<file path="config.mk">
export PLATFORM = sky130hd
export DESIGN_NAME = seg7_scan_ctrl
export DESIGN_NICKNAME = d
export VERILOG_FILES = /design/src/rtl/seg7_scan_ctrl.sv
export SDC_FILE = /design/constraint.sdc
export NUM_CORES = 1
export LEC_CHECK = 0
export ABC_AREA = 1
export BUFFER_PORTS_ARGS = -buffer_cell sky130_fd_sc_hd__buf_2
export CORE_UTILIZATION = 55
export CTS_CLUSTER_SIZE = 30
export DETAILED_ROUTE_END_ITERATION = 10
export PLACE_DENSITY = 0.76
export REMOVE_ABC_BUFFERS = 1
export SLEW_MARGIN = 25
export SYNTH_ARGS = -nofsm -noshare
export SYNTH_HDL_FRONTEND = slang
export SYNTH_SLANG_ARGS = --single-unit
</file>
<file path="constraint.sdc">
create_clock -name clock -period 3.1 [get_ports clock]
set_clock_uncertainty 0.15 [all_clocks]
set_input_delay 0.155 -clock clock [delete_from_list [all_inputs] [get_ports clock]]
set_output_delay 0.155 -clock clock [all_outputs]
set_load 0.05 [all_outputs]
</file>
<file path="src/rtl/seg7_scan_ctrl.sv">
// Memory-mapped 8-digit common-anode seven-segment controller.
// Holds the display registers, scans the digits with a blank window, and supports IO readback.
module seg7_scan_ctrl #(
  parameter int unsigned SCAN_DIV  = 100000,
  parameter int unsigned BLANK_CYC = 200,
  parameter int unsigned CNT_W     = 17
) (
  input  logic        clock,
  input  logic        reset,
  input  logic        ioWrite,
  input  logic        ioRead,
  input  logic        segCtrl,
  input  logic [1:0]  seg_addr,
  input  logic [31:0] seg_wdata,
  output logic [15:0] seg_rdata,
  output logic [7:0]  seg_en,
  output logic [7:0]  seg_out
);

  logic [15:0]      r_dlo;
  logic [15:0]      r_dhi;
  logic [7:0]       r_mask;
  logic [7:0]       r_dp;
  logic [1:0]       r_ctrl;
  logic [15:0]      r_rdata;
  logic [CNT_W-1:0] r_cnt;
  logic [2:0]       r_idx;
  logic [7:0]       r_en;
  logic [7:0]       r_out;

  logic        w_wr;
  logic        w_rd;
  logic [15:0] w_rd_mux;
  logic [31:0] w_digits;
  logic [3:0]  w_nib;
  logic        w_blank;
  logic        w_lz;
  logic [7:0]  w_en_d;
  logic [7:0]  w_out_d;
  logic        w_unused;

  assign w_wr     = segCtrl & ioWrite;
  assign w_rd     = segCtrl & ioRead;
  assign w_unused = ^seg_wdata[31:16];

  function automatic logic [6:0] hex7(input logic [3:0] v);
    hex7 = 7'h7F;
    case (v)
      4'h0: hex7 = 7'h40;
      4'h1: hex7 = 7'h79;
      4'h2: hex7 = 7'h24;
      4'h3: hex7 = 7'h30;
      4'h4: hex7 = 7'h19;
      4'h5: hex7 = 7'h12;
      4'h6: hex7 = 7'h02;
      4'h7: hex7 = 7'h78;
      4'h8: hex7 = 7'h00;
      4'h9: hex7 = 7'h10;
      4'hA: hex7 = 7'h08;
      4'hB: hex7 = 7'h03;
      4'hC: hex7 = 7'h46;
      4'hD: hex7 = 7'h21;
      4'hE: hex7 = 7'h06;
      4'hF: hex7 = 7'h0E;
      default: hex7 = 7'h7F;
    endcase
  endfunction

  always_comb begin
    w_rd_mux = 16'h0000;
    case (seg_addr)
      2'd0:    w_rd_mux = r_dlo;
      2'd1:    w_rd_mux = r_dhi;
      2'd2:    w_rd_mux = {r_dp, r_mask};
      default: w_rd_mux = {14'h0000, r_ctrl};
    endcase
  end

  assign w_digits = {r_dhi, r_dlo};
  assign w_nib    = w_digits[{r_idx, 2'b00} +: 4];
  assign w_blank  = r_cnt < CNT_W'(BLANK_CYC);
  // Suppressed when this digit and every higher one are zero; digit 0 always shows.
  assign w_lz     = r_ctrl[1] && (r_idx != 3'd0) && ((w_digits >> {r_idx, 2'b00}) == 32'd0);

  always_comb begin
    w_en_d  = 8'hFF;
    w_out_d = 8'hFF;
    if (!w_blank && r_ctrl[0] && r_mask[r_idx]) begin
      w_en_d = ~(8'b0000_0001 << r_idx);
      if (!w_lz) begin
        w_out_d = {~r_dp[r_idx], hex7(w_nib)};
      end
    end
  end

  always_ff @(posedge clock or negedge reset) begin
    if (!reset) begin
      r_dlo   <= 16'h0000;
      r_dhi   <= 16'h0000;
      r_mask  <= 8'hFF;
      r_dp    <= 8'h00;
      r_ctrl  <= 2'b01;
      r_rdata <= 16'h0000;
    end else begin
      // Read samples pre-write values, so a same-cycle read sees the old contents.
      if (w_rd) begin
        r_rdata <= w_rd_mux;
      end
      if (w_wr) begin
        case (seg_addr)
          2'd0: r_dlo <= seg_wdata[15:0];
          2'd1: r_dhi <= seg_wdata[15:0];
          2'd2: begin
            r_mask <= seg_wdata[7:0];
            r_dp   <= seg_wdata[15:8];
          end
          default: r_ctrl <= seg_wdata[1:0];
        endcase
      end
    end
  end

  always_ff @(posedge clock or negedge reset) begin
    if (!reset) begin
      r_cnt <= '0;
      r_idx <= 3'd0;
      r_en  <= 8'hFF;
      r_out <= 8'hFF;
    end else begin
      if (r_cnt == CNT_W'(SCAN_DIV - 1)) begin
        r_cnt <= '0;
        r_idx <= r_idx + 3'd1;
      end else begin
        r_cnt <= r_cnt + 1'b1;
      end
      r_en  <= w_en_d;
      r_out <= w_out_d;
    end
  end

  assign seg_rdata = r_rdata;
  assign seg_en    = r_en;
  assign seg_out   = r_out;

endmodule

</file>
* After elaboration in Yosys (flattened, before gate mapping) *
Memory sizes are Yosys's and may differ from the RTL's.
Index checks and enable logic that the tools add are counted.

cells by class
  add/sub/neg operators = 2
  bitwise operators = 5
  reduce and logical (&&, ||, !) cells = 13
  shifts and indexed selects = 3
  magnitude comparators = 2
  multiplexer cells = 9
  equality and inequality tests = 3

operators by type and width
  cell                                                                           number
  16-bit case mux with 3 select lines                                            1
  32-bit zero test                                                               1
  32-bit by 6-bit variable part select with 4-bit output                         1
  32-bit by 5-bit right shift with 32-bit output                                 1
  8-bit 2-to-1 mux                                                               3
  17-bit by 1-bit adder with 17-bit output, second input constant                1
  17-bit == test, second input constant                                          1
  17-bit by 8-bit less-than comparator with 1-bit output, second input constant  1
  17-bit 2-to-1 mux                                                              1
  8-bit inverter                                                                 1
  2-bit AND reduction                                                            4
  1-bit by 3-bit left shift with 8-bit output, first input constant              1
  1-bit binary-select mux with 3-bit select                                      2
  1-bit logical AND                                                              4
  3-bit by 4-bit less-than comparator with 1-bit output, second input constant   1
  3-bit by 1-bit adder with 3-bit output, second input constant                  1
  3-bit nonzero test                                                             1
  3-bit OR reduction                                                             1
  1-bit bitwise AND                                                              2
  2-bit by 1-bit == test with 1-bit output, second input constant                1
  2-bit == test, second input constant                                           1
  2-bit zero test                                                                1
  1-bit 2-to-1 mux                                                               2
  1-bit inverter                                                                 2
  1-bit zero test                                                                1

storage, ports and cells
  bits in registers = 102
  bits in read-only memories = 112
  memories kept = 1
  word-level logic and storage cells = 48

memories
  name              depth  bits a word  rd ports  clocked after Yosys merged registers in  wr ports  RTL line  source
  (name not given)  16     7            1         0                                        0         48        case (v)

* Logic depth before layout (Yosys ltp) *
Gate-level depths: netlist (run 1).

  depth after elaboration = 5
  depth in mapped cells = 18
  depth with buffers taken out = 15

* Least setup slack after synthesis (run 1) *
No wires, ideal clock.

  kind = register -> register
  from = reg r_idx[0]
  to = reg r_out[0] (netlist: seg_out[0])
  slack = 830 ps
  cell stages (with the launch flop) = 19
  clock period less this slack = 2270 ps
  data arrival time = 2059 ps
  buffers on the path = 3
  setup time = 61 ps
  path through = dfrtp_1 buf_6 inv_8 buf_6 buf_6 nand2_1 o211ai_2 nand3_1 nand2_2 inv_2 ha_1 nand2_1 a21oi_1 o21ai_1 nor2_1 nand3_1 nor2_4 nand3_4 nand2_1

on the way
  longest elaborated chain between the ends = 5
  elaborated cells between the ends (all ways) = 12

RTL lines
  what                                                                       RTL line  source
  start, declared                                                            27        logic [2:0] r_idx;
  start signal, assigned                                                     132       r_idx <= r_idx + 3'd1;
  parallel branches: the longest is 4 deep, another holds memory 16 x 7 bit  n/a
  8-bit 2-to-1 mux (*)                                                       88        if (!w_blank && r_ctrl[0] && r_mask[r_idx]) begin
  named net w_out_d[0]                                                       39        logic [7:0] w_out_d;
  end signal, assigned                                                       137       r_out <= w_out_d;
  end, declared                                                              29        logic [7:0] r_out;

Mark *: on every way through the listed nets, which the timed path passes. The select of a mux whose other input is x is not followed.
A chain may end at the register's enable or synchronous reset.

* Worst setup path after layout (run 1) *
  from = reg r_idx[2]
  to = reg r_out[0] (netlist: seg_out[0])

The elaborated chain is that of the path after synthesis.

==> insert_results.sql, run 1 <==
INSERT INTO impl_metrics (metric_group, metric, value, unit) VALUES
('floorplanning', 'floorplan.initialDensity', '0.570', ''),
('detailed_routing', 'drt_first_pass_iters', '5', ''),
('grt', 'grt_antenna_before_repair', '0', ''),
('clocking', 'clock-root-buffer', 'sky130_fd_sc_hd__clkbuf_8', ''),
('floorplanning', 'core_region_area', '9820', 'um2'),
('pwr', 'power.leakage', '0.00314', 'uW'),
('sta', 'final-hold-violation-count', '0', ''),
('worst_setup_path', 'path_max_fanout', '13', ''),
('detailed_routing', 'vias', '4934', ''),
('layout', 'flow.area_growth_from_synthesis', '12.6', '%'),
('sta', 'slew_headroom', '0.348', ''),
('floorplanning', 'floorplan.die.height', '103', 'um'),
('place', 'portBuffers', '54', ''),
('worst_setup_path', 'critical_setup_path_class', 'flop to flop', ''),
('sta', 'layout_worst_path_cycle_share', '0.835', ''),
('sta', 'worst-slew-pin-transition', '0.976', 'ns'),
('grt', 'grt_pass1_vias', '4584', ''),
('run_status', 'outcome', 'finished clean', ''),
('worst_setup_path', 'worstPathArrival', '2.76', 'ns'),
('job', 'maxCapViolCount', '0', ''),
('clocking', 'clock_insertion_delay_worst_skew', '0.39', 'ns'),
('floorplanning', 'io-pin-count', '71', ''),
('yosys', 'synth-edff-count', '0', ''),
('grt', 'grt.overflow.total', '0', ''),
('sta', 'setup_total_negative_slack', '0', 'ns'),
('grt', 'grt_first_pass_wirelength', '21900', 'um'),
('clocking', 'post_cts.repair.setup_buffers', '0', ''),
('clocking', 'hold_fix_buffers_at_cts', '18', ''),
('place', 'detailedPlacementHpwl', '9400', 'um'),
('grt', 'globalRouteTotalUtil', '0.274', ''),
('yosys', 'synth_flop_cell', 'sky130_fd_sc_hd__dfrtp_1', ''),
('min_path', 'worstHoldPathType', 'primary input to flop', ''),
('layout', 'final_nets', '845', ''),
('yosys', 'yosysWarnings', '0', ''),
('clocking', 'tritoncts', 'built', ''),
('grt', 'grt.met3_usage', '0.0678', ''),
('floorplanning', 'fp.dieW', '103', 'um'),
('yosys', 'synth_sequential_area_ratio', '0.461', ''),
('sta', 'setup_violations', '0', ''),
('pwr', 'power-per-cell-area', '523', 'nW/um2'),
('detailed_routing', 'via_per_inst', '5.30', ''),
('grt', 'use_met1', '0.356', ''),
('clocking', 'ctsHtreeMaxLevel', '3', ''),
('detailed_routing', 'wl_per_cell', '14.2', 'um'),
('detailed_routing', 'drc_errors', '0', ''),
('detailed_routing', 'violation_count_after_the_first_detailed_routing_iteration', '271', ''),
('detailed_routing', 'ant_nets', '0', ''),
('detailed_routing', 'route.final.wire_length', '13200', 'um'),
('sta', 'setup_repair_after_global_routing_missed_its_margin', 'no', ''),
('floorplanning', 'floorplan.die_area', '10600', 'um2'),
('sta', 'timing.fmax', '386', 'MHz'),
('worst_setup_path', 'worst_setup_path_end_kind', 'flop', ''),
('clocking', 'clkSinkCount', '102', ''),
('place', 'gp_routability_congestion', '0.920', ''),
('grt', 'met2_layer_usage_reported_by_global_route', '0.457', ''),
('floorplanning', 'row_count', '36', ''),
('sta', 'finalCriticalPeriod', '2.59', 'ns'),
('yosys', 'avgSynthCellArea', '7.62', 'um2'),
('yosys', 'ys_types', '35', ''),
('clocking', 'clkSlewWorstSetupHoldPaths', '0.10', 'ns'),
('clocking', 'cts.path.max_buffers', '2', ''),
('yosys', 'synth-async-reset-ratio', '1.00', ''),
('worst_setup_path', 'worst_ep_required_time', '3.27', 'ns'),
('yosys', 'ys_seq_elements', '102', ''),
('clocking', 'cts_repair_resize_count', '0', ''),
('worst_setup_path', 'critical_path.startpoint_type', 'flop', ''),
('clocking', 'numCtsBuffers', '9', ''),
('grt', 'grt_max_degree', '90', ''),
('yosys', 'netlist_instances', '735', ''),
('sta', 'count_of_pins_over_their_slew_limit', '0', ''),
('grt', 'busiest_layer', 'met2', ''),
('pwr', 'worst_ir_drop_vdd', '0.388', 'mV'),
('pwr', 'totalPowerFinal', '3300', 'uW'),
('layout', 'number_of_antenna_cells_inserted', '0', ''),
('layout', 'share_of_final_layout_standard_cells_stronger_than_drive_strength_1', '0.154', ''),
('yosys', 'netlist_area', '5600', 'um2');
-- cell families after synthesis --
family,after synthesis,synth area share
AND/OR/NAND/NOR,391,0.297
AO/OA/AOI/OAI,116,0.115
buffers and inverters,105,0.0847
flip-flops,102,0.461
adder cells (fa/ha/maj),13,0.0290
XOR/XNOR,8,0.0125
-- per-stage QoR --
stage	setup slack [ns]	utilization	area [um2]	hold WS [ns]	cells
5_1_grt	0.265	0.642	6310	0.0468	931
3_5_place_dp	0.582	0.602	5910	0.262	897
2_1_floorplan	0.217	-	5410	-0.291	704
3_3_place_gp	0.655	0.602	5910	0.247	897
6_report	0.512	0.642	6310	0.0546	931
4_1_cts	0.552	0.641	6300	0.0420	931
-- synth_stat cells, types with 6 or more instances --
| cell type | count | area share |
|---|---|---|
| sky130_fd_sc_hd__inv_1 | 69 | 0.046 |
| sky130_fd_sc_hd__dfrtp_1 | 77 | 0.34 |
| sky130_fd_sc_hd__a221oi_1 | 12 | 0.019 |
| sky130_fd_sc_hd__o21ai_0 | 78 | 0.070 |
| sky130_fd_sc_hd__dfstp_2 | 25 | 0.12 |
| sky130_fd_sc_hd__clkbuf_1 | 14 | 0.0094 |
| sky130_fd_sc_hd__xor2_1 | 6 | 0.0094 |
| sky130_fd_sc_hd__nand3b_1 | 6 | 0.0080 |
| sky130_fd_sc_hd__buf_2 | 7 | 0.0063 |
| sky130_fd_sc_hd__a21oi_1 | 16 | 0.014 |
| sky130_fd_sc_hd__nor2_1 | 68 | 0.046 |
| sky130_fd_sc_hd__nand3_1 | 53 | 0.047 |
| sky130_fd_sc_hd__ha_1 | 13 | 0.029 |
| sky130_fd_sc_hd__nand2_1 | 236 | 0.16 |
-- cell usage in the layout, fill, tap and decap left out, types with 2 or more instances in the layout --
| cell | Yosys | routed |
|---|---|---|
| sky130_fd_sc_hd__nand2_1 | 236 | 234 |
| sky130_fd_sc_hd__ha_1 | 13 | 13 |
| sky130_fd_sc_hd__nor2_1 | 68 | 68 |
| sky130_fd_sc_hd__dlygate4sd3_1 | 0 | 18 |
| sky130_fd_sc_hd__xnor2_1 | 2 | 2 |
| sky130_fd_sc_hd__clkbuf_8 | 0 | 11 |
| sky130_fd_sc_hd__nand3_2 | 5 | 5 |
| sky130_fd_sc_hd__nor4_1 | 4 | 4 |
| sky130_fd_sc_hd__inv_1 | 69 | 69 |
| sky130_fd_sc_hd__dfstp_2 | 25 | 25 |
| sky130_fd_sc_hd__nor2_4 | 2 | 2 |
| sky130_fd_sc_hd__a21oi_1 | 16 | 16 |
| sky130_fd_sc_hd__nor3_1 | 5 | 5 |
| sky130_fd_sc_hd__buf_2 | 7 | 53 |
| sky130_fd_sc_hd__clkinvlp_4 | 0 | 2 |
| sky130_fd_sc_hd__nand3_1 | 53 | 53 |
| sky130_fd_sc_hd__o22ai_1 | 2 | 2 |
| sky130_fd_sc_hd__nand2_2 | 5 | 7 |
| sky130_fd_sc_hd__dfrtp_1 | 77 | 77 |
| sky130_fd_sc_hd__o21ai_1 | 4 | 4 |
| sky130_fd_sc_hd__o21ai_0 | 78 | 78 |
| sky130_fd_sc_hd__nand4_1 | 4 | 4 |
| sky130_fd_sc_hd__buf_4 | 4 | 5 |
| sky130_fd_sc_hd__inv_2 | 4 | 4 |
| sky130_fd_sc_hd__a221oi_1 | 12 | 12 |
| sky130_fd_sc_hd__nand3b_1 | 6 | 6 |
| sky130_fd_sc_hd__xor2_1 | 6 | 6 |
-- state kept, by name, summed over array words and instances, names as in the netlist --
name       flops
r_cnt         17
r_ctrl         2
r_dhi         16
r_dlo         16
r_dp           8
r_idx          3
r_mask         8
seg_en         8
seg_out        8
seg_rdata     16
-- where the power goes --
group,internal [uW],leakage [uW],switching [uW]
combinational,253,0.00179,521
sequential,1510,0.00125,151
clock,420,0.0000992,449
-- path summary, 6_finish.rpt --
check / start / end / slack [ns] / cells after the start
setup / recovery: r_idx[2] / seg_out[0] / 0.51 / 12
setup reg to reg: r_idx[2] / seg_out[0] / 0.51 / 12
min in group asynchronous: reset / r_cnt[13] / 0.26 / 2
max in group asynchronous: reset / r_dlo[10] / 1.82 / 3
hold reg to reg: r_cnt[0] / r_cnt[0] / 0.33 / 1
hold / removal: ioWrite / r_ctrl[1] / 0.05 / 4
-- cell type report --
type | count | area [um2]
multi-input combinational | 528 | 2550
timing repair buffer | 78 | 514
inverter | 74 | 285
tap | 133 | 166
clock inverter | 4 | 53.8
fill | 885 | 3510
sequential | 102 | 2580
clock buffer | 12 | 155
-- metal layers --
layer | up-vias | routed length (um)
met2 | 155 | 6370
li1 | 2472 | -
met5 | - | 0
met3 | 11 | 615
met1 | 2296 | 6120
met4 | 0 | 132
-- worst max-delay path: stages (launching register included) --
cell	delay, ns
sky130_fd_sc_hd__dfrtp_1	0.54
sky130_fd_sc_hd__inv_1	0.40
sky130_fd_sc_hd__nand3_1	0.13
sky130_fd_sc_hd__nand2_1	0.23
sky130_fd_sc_hd__ha_1	0.26
sky130_fd_sc_hd__nand2_1	0.06
sky130_fd_sc_hd__a21oi_1	0.11
sky130_fd_sc_hd__o21ai_1	0.07
sky130_fd_sc_hd__nor2_1	0.09
sky130_fd_sc_hd__nand3_1	0.12
sky130_fd_sc_hd__nor2_4	0.15
sky130_fd_sc_hd__nand3_4	0.12
sky130_fd_sc_hd__nand2_1	0.10
Note: power is estimated with default switching activity, not from simulation.
==> run 2: changes to the inputs <==
==> constraint.sdc (replaced) <==
create_clock -name clock -period 2.6 [get_ports clock]
set_clock_uncertainty 0.15 [all_clocks]
set_input_delay 0.13 -clock clock [delete_from_list [all_inputs] [get_ports clock]]
set_output_delay 0.13 -clock clock [all_outputs]
set_load 0.05 [all_outputs]
==> run 2 against run 1 <==
- final area rose by 1.8%
- sequential power up 19%
- total power increased by 19%
- critical endpoint is now seg_out[5]
- routed wire length increased by 1.9%
- core utilization increased by 1.2 points
- sequential share of layout area fell by 0.72 points
- non-clock buffer count is 13 higher
- first-iteration DRC count is 12% lower
- worst setup slack got worse by 0.32 ns
- register-to-register slack worse by 0.32 ns
==> insert_results.sql, run 2 (same netlist as run 1, synthesis figures left out) <==
INSERT INTO impl_metrics (metric_group, metric, value, unit) VALUES
('detailed_routing', 'drt_first_pass_iters', '6', ''),
('worst_setup_path', 'critical_path.startpoint_type', 'flop', ''),
('place', 'detailedPlacementHpwl', '9660', 'um'),
('worst_setup_path', 'cp_num_buf_inv', '2', ''),
('place', 'gp_routability_congestion', '0.911', ''),
('layout', 'final_nets', '858', ''),
('worst_setup_path', 'worst_setup_path_end_kind', 'flop', ''),
('worst_setup_path', 'cp_top_family', 'simple AND/OR/NAND/NOR gates', ''),
('layout', 'most-common-layout-cells', 'sky130_fd_sc_hd__nand2_1 (235), sky130_fd_sc_hd__o21ai_0 (78), sky130_fd_sc_hd__dfrtp_1 (76), sky130_fd_sc_hd__inv_1 (69), sky130_fd_sc_hd__nor2_1 (68)', ''),
('worst_setup_path', 'path_max_fanout', '15', ''),
('layout', 'fill_cells', '876', ''),
('grt', 'grt_first_pass_wirelength', '22000', 'um'),
('grt', 'grt_antenna_before_repair', '0', ''),
('floorplanning', 'fp.dieW', '103', 'um'),
('pwr', 'power-per-cell-area', '612', 'nW/um2'),
('sta', 'layout_worst_path_cycle_share', '0.927', ''),
('sta', 'setup_total_negative_slack', '0', 'ns'),
('place', 'postPlaceCellArea', '5980', 'um2'),
('layout', 'fin_util', '0.654', ''),
('run_status', 'outcome', 'finished clean', ''),
('clocking', 'clkSinkCount', '102', ''),
('layout', 'share_of_final_layout_standard_cells_stronger_than_drive_strength_1', '0.168', ''),
('job', 'maxCapViolCount', '0', ''),
('floorplanning', 'floorplan.die_area', '10600', 'um2'),
('detailed_routing', 'drc_errors', '0', ''),
('layout', 'flow.area_growth_from_synthesis', '14.7', '%'),
('layout', 'mostFrequentLayoutCell', 'sky130_fd_sc_hd__nand2_1', ''),
('detailed_routing', 'wl_per_cell', '14.3', 'um'),
('sta', 'timing.fmax', '415', 'MHz'),
('clocking', 'clock_insertion_delay_worst_skew', '0.39', 'ns'),
('min_path', 'worstHoldPathType', 'primary input to flop', ''),
('detailed_routing', 'vias', '4904', ''),
('clocking', 'cts.path.max_buffers', '2', ''),
('detailed_routing', 'ant_nets', '0', ''),
('worst_setup_path', 'cpMaxStageDelayCell', 'sky130_fd_sc_hd__dfrtp_2', ''),
('layout', 'finalInstanceArea', '6420', 'um2'),
('pwr', 'worst_ir_drop_vdd', '0.596', 'mV'),
('worst_setup_path', 'worst_ep_required_time', '2.77', 'ns'),
('layout', 'number_of_antenna_cells_inserted', '0', ''),
('worst_setup_path', 'worstPathArrival', '2.58', 'ns'),
('clocking', 'clock-root-buffer', 'sky130_fd_sc_hd__clkbuf_8', ''),
('grt', 'grt_pass1_vias', '4672', ''),
('detailed_routing', 'violation_count_after_the_first_detailed_routing_iteration', '239', ''),
('clocking', 'tritoncts', 'built', ''),
('sta', 'worst-slew-pin-transition', '0.972', 'ns'),
('grt', 'globalRouteTotalUtil', '0.276', ''),
('detailed_routing', 'route.final.wire_length', '13500', 'um'),
('floorplanning', 'row_count', '36', ''),
('layout', 'largest_register_ffs', '17', ''),
('grt', 'grt_max_degree', '53', ''),
('sta', 'setup_violations', '0', ''),
('worst_setup_path', 'stage_delay_of_the_slowest_cell_on_the_critical_path', '0.50', 'ns'),
('grt', 'grt.overflow.total', '0', ''),
('floorplanning', 'core_region_area', '9820', 'um2'),
('floorplanning', 'floorplan.die.height', '103', 'um'),
('worst_setup_path', 'worstPathCellList', 'buf_12 > nand2_1 > nand3_1 > nand3_1 > nand2_2 > inv_2 > ha_2 > nand2_1 > a21oi_1 > o21ai_1 > nor2_1 > nand3_1 > nor2_4 > nand3_4 > nand2_1', ''),
('pwr', 'power.leakage', '0.00321', 'uW'),
('place', 'placed_cells', '905', ''),
('clocking', 'clkSlewWorstSetupHoldPaths', '0.10', 'ns'),
('layout', 'stdcell_count', '944', ''),
('layout', 'largest_register', 'r_cnt', ''),
('floorplanning', 'io-pin-count', '71', ''),
('detailed_routing', 'via_per_inst', '5.19', ''),
('clocking', 'numCtsBuffers', '9', ''),
('sta', 'count_of_pins_over_their_slew_limit', '0', ''),
('floorplanning', 'floorplan.initialDensity', '0.570', ''),
('pwr', 'totalPowerFinal', '3930', 'uW'),
('sta', 'finalCriticalPeriod', '2.41', 'ns'),
('sta', 'slew_headroom', '0.350', ''),
('sta', 'final-hold-violation-count', '0', ''),
('clocking', 'ctsHtreeMaxLevel', '3', ''),
('place', 'portBuffers', '54', ''),
('worst_setup_path', 'critical_setup_path_class', 'flop to flop', '');
-- run 2: cell count changes in the layout (fill, tap and decap cells not counted), sizes merged --
cell and delta:
buf +12, clkbuf +1, clkinv +1, clkinvlp -1
-- run 2: worst reg2reg max path: cells and delay by family, from the launching register on --
family	cells	cell delay, ns
AND/OR/NAND/NOR	10	1.01
buffers and inverters	2	0.29
AO/OA/AOI/OAI	2	0.20
flip-flops	1	0.50
adder cells (fa/ha/maj)	1	0.20
-- run 2: metal layers --
metal | routed length [um] | GRT usage | up-vias
met3 | 594 | 0.0732 | 13
li1 | - | - | 2492
met4 | 134 | 0.0693 | 0
met1 | 6350 | 0.359 | 2269
met2 | 6410 | 0.459 | 130
met5 | 0 | 0 | -
-- run 2: path summary, 6_finish.rpt --
path	startpoint	end	slack, ns	cells past startpoint
setup / recovery	r_idx[0]	seg_out[5]	0.19	15
hold / removal	ioWrite	r_ctrl[1]	0.05	4
setup reg to reg	r_idx[0]	seg_out[5]	0.19	15
hold reg to reg	r_cnt[0]	r_cnt[0]	0.31	1
max in group asynchronous	reset	seg_out[5]	1.40	3
min in group asynchronous	reset	r_cnt[14]	0.16	2
-- run 2: stage by stage --
stage,worst slack (ns),hold slack (ns)
floorplan,-0.283,-0.316
global placement,0.231,0.0483
detailed placement,0.180,0.0570
CTS,0.137,0.0381
global route,-0.00889,0.0777
finish,0.191,0.0499
-- run 2: area by class of cell --
type / instances / area (um2) / share of cell area
clock buffer: 12 / 145 / 0.0226
clock inverter: 4 / 55.1 / 0.00857
inverter: 74 / 285 / 0.0444
multi-input combinational: 528 / 2550 / 0.397
sequential: 102 / 2580 / 0.402
tap: 133 / 166 / 0.0259
timing repair buffer: 91 / 638 / 0.0993
-- run 2: where the power goes --
group	total [uW]	internal, uW	leakage (uW)	switching (uW)
registers	1970	1800	0.00125	175
clock network	1010	477	0.0000972	531
logic	952	320	0.00186	632
-- run 2: what timing repair did --
item | CTS | global route
hold endpoints to repair | 92 | 0
endpoints found under the setup margin | 0 | 8
hold buffers | 18 | 0
resized for setup | 0 | 2
buffers inserted | 0 | 4
==> run 3: changes to the inputs <==
--- a/config.mk
+++ b/config.mk
@@ -11,7 +11,6 @@
 export CTS_CLUSTER_SIZE = 30
 export DETAILED_ROUTE_END_ITERATION = 10
 export PLACE_DENSITY = 0.76
-export REMOVE_ABC_BUFFERS = 1
 export SLEW_MARGIN = 25
 export SYNTH_ARGS = -nofsm -noshare
 export SYNTH_HDL_FRONTEND = slang
==> run 3 against run 2 <==
- routed wire length grew 1.9%
- count of clock-buffer cells in the layout down 2
- critical endpoint is now seg_out[4]
- sequential share of layout area rose by 0.20 points
- flip-flop and latch count is the same
==> insert_results.sql, run 3 (same netlist as run 1, synthesis figures left out) <==
INSERT INTO impl_metrics (metric_group, metric, value, unit) VALUES
('floorplanning', 'floorplan.die.height', '103', 'um'),
('detailed_routing', 'ant_nets', '0', ''),
('clocking', 'tritoncts', 'built', ''),
('worst_setup_path', 'crit-reg2reg-launch', 'r_idx[0]', ''),
('clocking', 'numCtsBuffers', '9', ''),
('worst_setup_path', 'cp-startpoint', 'r_idx[0]', ''),
('floorplanning', 'fp.dieW', '103', 'um'),
('min_path', 'timing.hold.worst_endpoint', 'seg_rdata[0]', ''),
('place', 'placed_cells', '903', ''),
('sta', 'timing.fmax', '419', 'MHz'),
('place', 'portBuffers', '54', ''),
('sta', 'worst-slew-pin-transition', '1.05', 'ns'),
('pwr', 'worst_ir_drop_vdd', '0.542', 'mV'),
('layout', 'stdcell_count', '940', ''),
('layout', 'fill_cells', '878', ''),
('layout', 'mostFrequentLayoutCell', 'sky130_fd_sc_hd__nand2_1', ''),
('clocking', 'ctsHtreeMaxLevel', '3', ''),
('layout', 'largest_register', 'r_cnt', ''),
('worst_setup_path', 'timing.reg2reg.worst_path_depth', '15', ''),
('clocking', 'clock-root-buffer', 'sky130_fd_sc_hd__clkbuf_8', ''),
('clocking', 'cts.path.max_buffers', '2', ''),
('sta', 'setup_violations', '0', ''),
('clocking', 'clkSlewWorstSetupHoldPaths', '0.09', 'ns'),
('sta', 'finalCriticalPeriod', '2.38', 'ns'),
('grt', 'grt_pass1_vias', '4626', ''),
('place', 'detailedPlacementHpwl', '10000', 'um'),
('grt', 'grt_first_pass_wirelength', '22700', 'um'),
('worst_setup_path', 'worstPathArrival', '2.56', 'ns'),
('grt', 'grt_max_degree', '58', ''),
('detailed_routing', 'route.final.wire_length', '13700', 'um'),
('pwr', 'power.leakage', '0.00318', 'uW'),
('sta', 'final-hold-violation-count', '0', ''),
('floorplanning', 'floorplan.initialDensity', '0.570', ''),
('min_path', 'worstHoldPathType', 'primary input to flop', ''),
('detailed_routing', 'drc_errors', '0', ''),
('layout', 'most-common-layout-cells', 'sky130_fd_sc_hd__nand2_1 (234), sky130_fd_sc_hd__o21ai_0 (78), sky130_fd_sc_hd__dfrtp_1 (76), sky130_fd_sc_hd__inv_1 (69), sky130_fd_sc_hd__nor2_1 (68)', ''),
('detailed_routing', 'violation_count_after_the_first_detailed_routing_iteration', '267', ''),
('floorplanning', 'row_count', '36', ''),
('grt', 'grt_antenna_before_repair', '0', ''),
('worst_setup_path', 'path_max_fanout', '22', ''),
('sta', 'setup_total_negative_slack', '0', 'ns'),
('detailed_routing', 'vias', '5084', ''),
('place', 'gp_routability_congestion', '0.914', ''),
('layout', 'final_nets', '854', ''),
('detailed_routing', 'wl_per_cell', '14.6', 'um'),
('layout', 'largest_register_ffs', '17', ''),
('worst_setup_path', 'timing.rr.end', 'seg_out[4]', ''),
('floorplanning', 'io-pin-count', '71', ''),
('layout', 'flow.area_growth_from_synthesis', '14.1', '%'),
('yosys', 'syn_nets', '787', ''),
('clocking', 'clkSinkCount', '102', ''),
('layout', 'share_of_final_layout_standard_cells_stronger_than_drive_strength_1', '0.166', ''),
('sta', 'slew_headroom', '0.299', ''),
('grt', 'grt.overflow.total', '0', ''),
('floorplanning', 'floorplan.die_area', '10600', 'um2'),
('sta', 'setup_repair_after_global_routing_missed_its_margin', 'no', ''),
('run_status', 'outcome', 'finished clean', ''),
('worst_setup_path', 'worst_ep_required_time', '2.78', 'ns'),
('worst_setup_path', 'worst_setup_path_end_kind', 'flop', ''),
('min_path', 'timing.hold.worst_path_depth', '5', ''),
('pwr', 'totalPowerFinal', '3950', 'uW'),
('detailed_routing', 'via_per_inst', '5.41', ''),
('floorplanning', 'core_region_area', '9820', 'um2'),
('worst_setup_path', 'ff2ff_setup_slack', '0.22', 'ns'),
('min_path', 'hold_start', 'seg_addr[0]', ''),
('job', 'maxCapViolCount', '0', ''),
('sta', 'count_of_pins_over_their_slew_limit', '0', ''),
('clocking', 'clock_insertion_delay_worst_skew', '0.39', 'ns'),
('layout', 'number_of_antenna_cells_inserted', '0', ''),
('pwr', 'power-per-cell-area', '618', 'nW/um2'),
('worst_setup_path', 'critical_setup_path_class', 'flop to flop', ''),
('worst_setup_path', 'critical_path.startpoint_type', 'flop', ''),
('grt', 'globalRouteTotalUtil', '0.286', ''),
('sta', 'layout_worst_path_cycle_share', '0.917', ''),
('detailed_routing', 'drt_first_pass_iters', '5', '');
run 3: cell types whose count changed in the layout (fill, tap and decap cells not counted), sizes merged:
cell         before  now
buf              72   68
clkbuf           13   10
clkinv            1    2
dlygate4sd3      18   19
inv              75   76
run 3: worst max-delay path, stage by stage (launching register included):
cell	delay, ns
sky130_fd_sc_hd__dfrtp_2	0.48
sky130_fd_sc_hd__buf_12	0.18
sky130_fd_sc_hd__nand2_1	0.08
sky130_fd_sc_hd__nand3_1	0.11
sky130_fd_sc_hd__nand3_1	0.11
sky130_fd_sc_hd__nand2_2	0.11
sky130_fd_sc_hd__inv_2	0.10
sky130_fd_sc_hd__ha_4	0.15
sky130_fd_sc_hd__nand2_1	0.05
sky130_fd_sc_hd__a21oi_1	0.12
sky130_fd_sc_hd__o21ai_1	0.08
sky130_fd_sc_hd__nor2_1	0.14
sky130_fd_sc_hd__nand3_2	0.10
sky130_fd_sc_hd__nor2_4	0.13
sky130_fd_sc_hd__nand3_4	0.13
sky130_fd_sc_hd__nand2_1	0.09
run 3: timing repair:
| action | 4_1_cts | 5_1_grt |
|---|---|---|
| endpoints found under the setup margin | 0 | 8 |
| hold buffers | 19 | 0 |
| buffers inserted | 0 | 2 |
| resized for setup | 0 | 5 |
| endpoints found under the hold margin | 95 | 0 |
run 3: worst max path at each step:
stage,cells after the start,end
3_5_place_dp,5,r_dp[6]
5_1_grt,15,seg_out[4]
6_report,15,seg_out[4]
2_1_floorplan,18,seg_out[0]
3_3_place_gp,5,r_mask[1]
4_1_cts,15,seg_out[5]
run 3: routing by layer:
| layer | track usage | wire length, um |
|---|---|---|
| met1 | 0.391 | 6290 |
| met4 | 0.114 | 377 |
| met5 | 0 | 0 |
| met3 | 0.0475 | 846 |
| met2 | 0.454 | 6240 |
run 3: metrics by stage:
stage,util,area [um2],hold WS (ns),setup WS (ns)
after floorplan,-,5600,-0.316,0.330
after global placement,0.608,5970,0.00824,0.129
after detailed placement,0.608,5970,0.0151,0.00156
after CTS,0.647,6350,0.0581,0.0581
after global routing,0.651,6390,0.141,0.0309
final,0.651,6390,0.0758,0.216
run 3: layout make-up:
class                   count  area [um2]  share of cell area
flip-flops and latches    102        2580               0.404
multi-input cells         528        2570               0.401
repair buffers             87         593              0.0928
inverters                  74         285              0.0446
well taps                 133         166              0.0260
clock buffers              10         128              0.0200
clock inverters             6        68.8              0.0108
run 3: power breakdown:
group          switching [uW]  leakage, uW  internal (uW)
combinational             636      0.00184            318
sequential                194      0.00125           1800
clock                     554    0.0000973            452
total                    1380      0.00318           2570
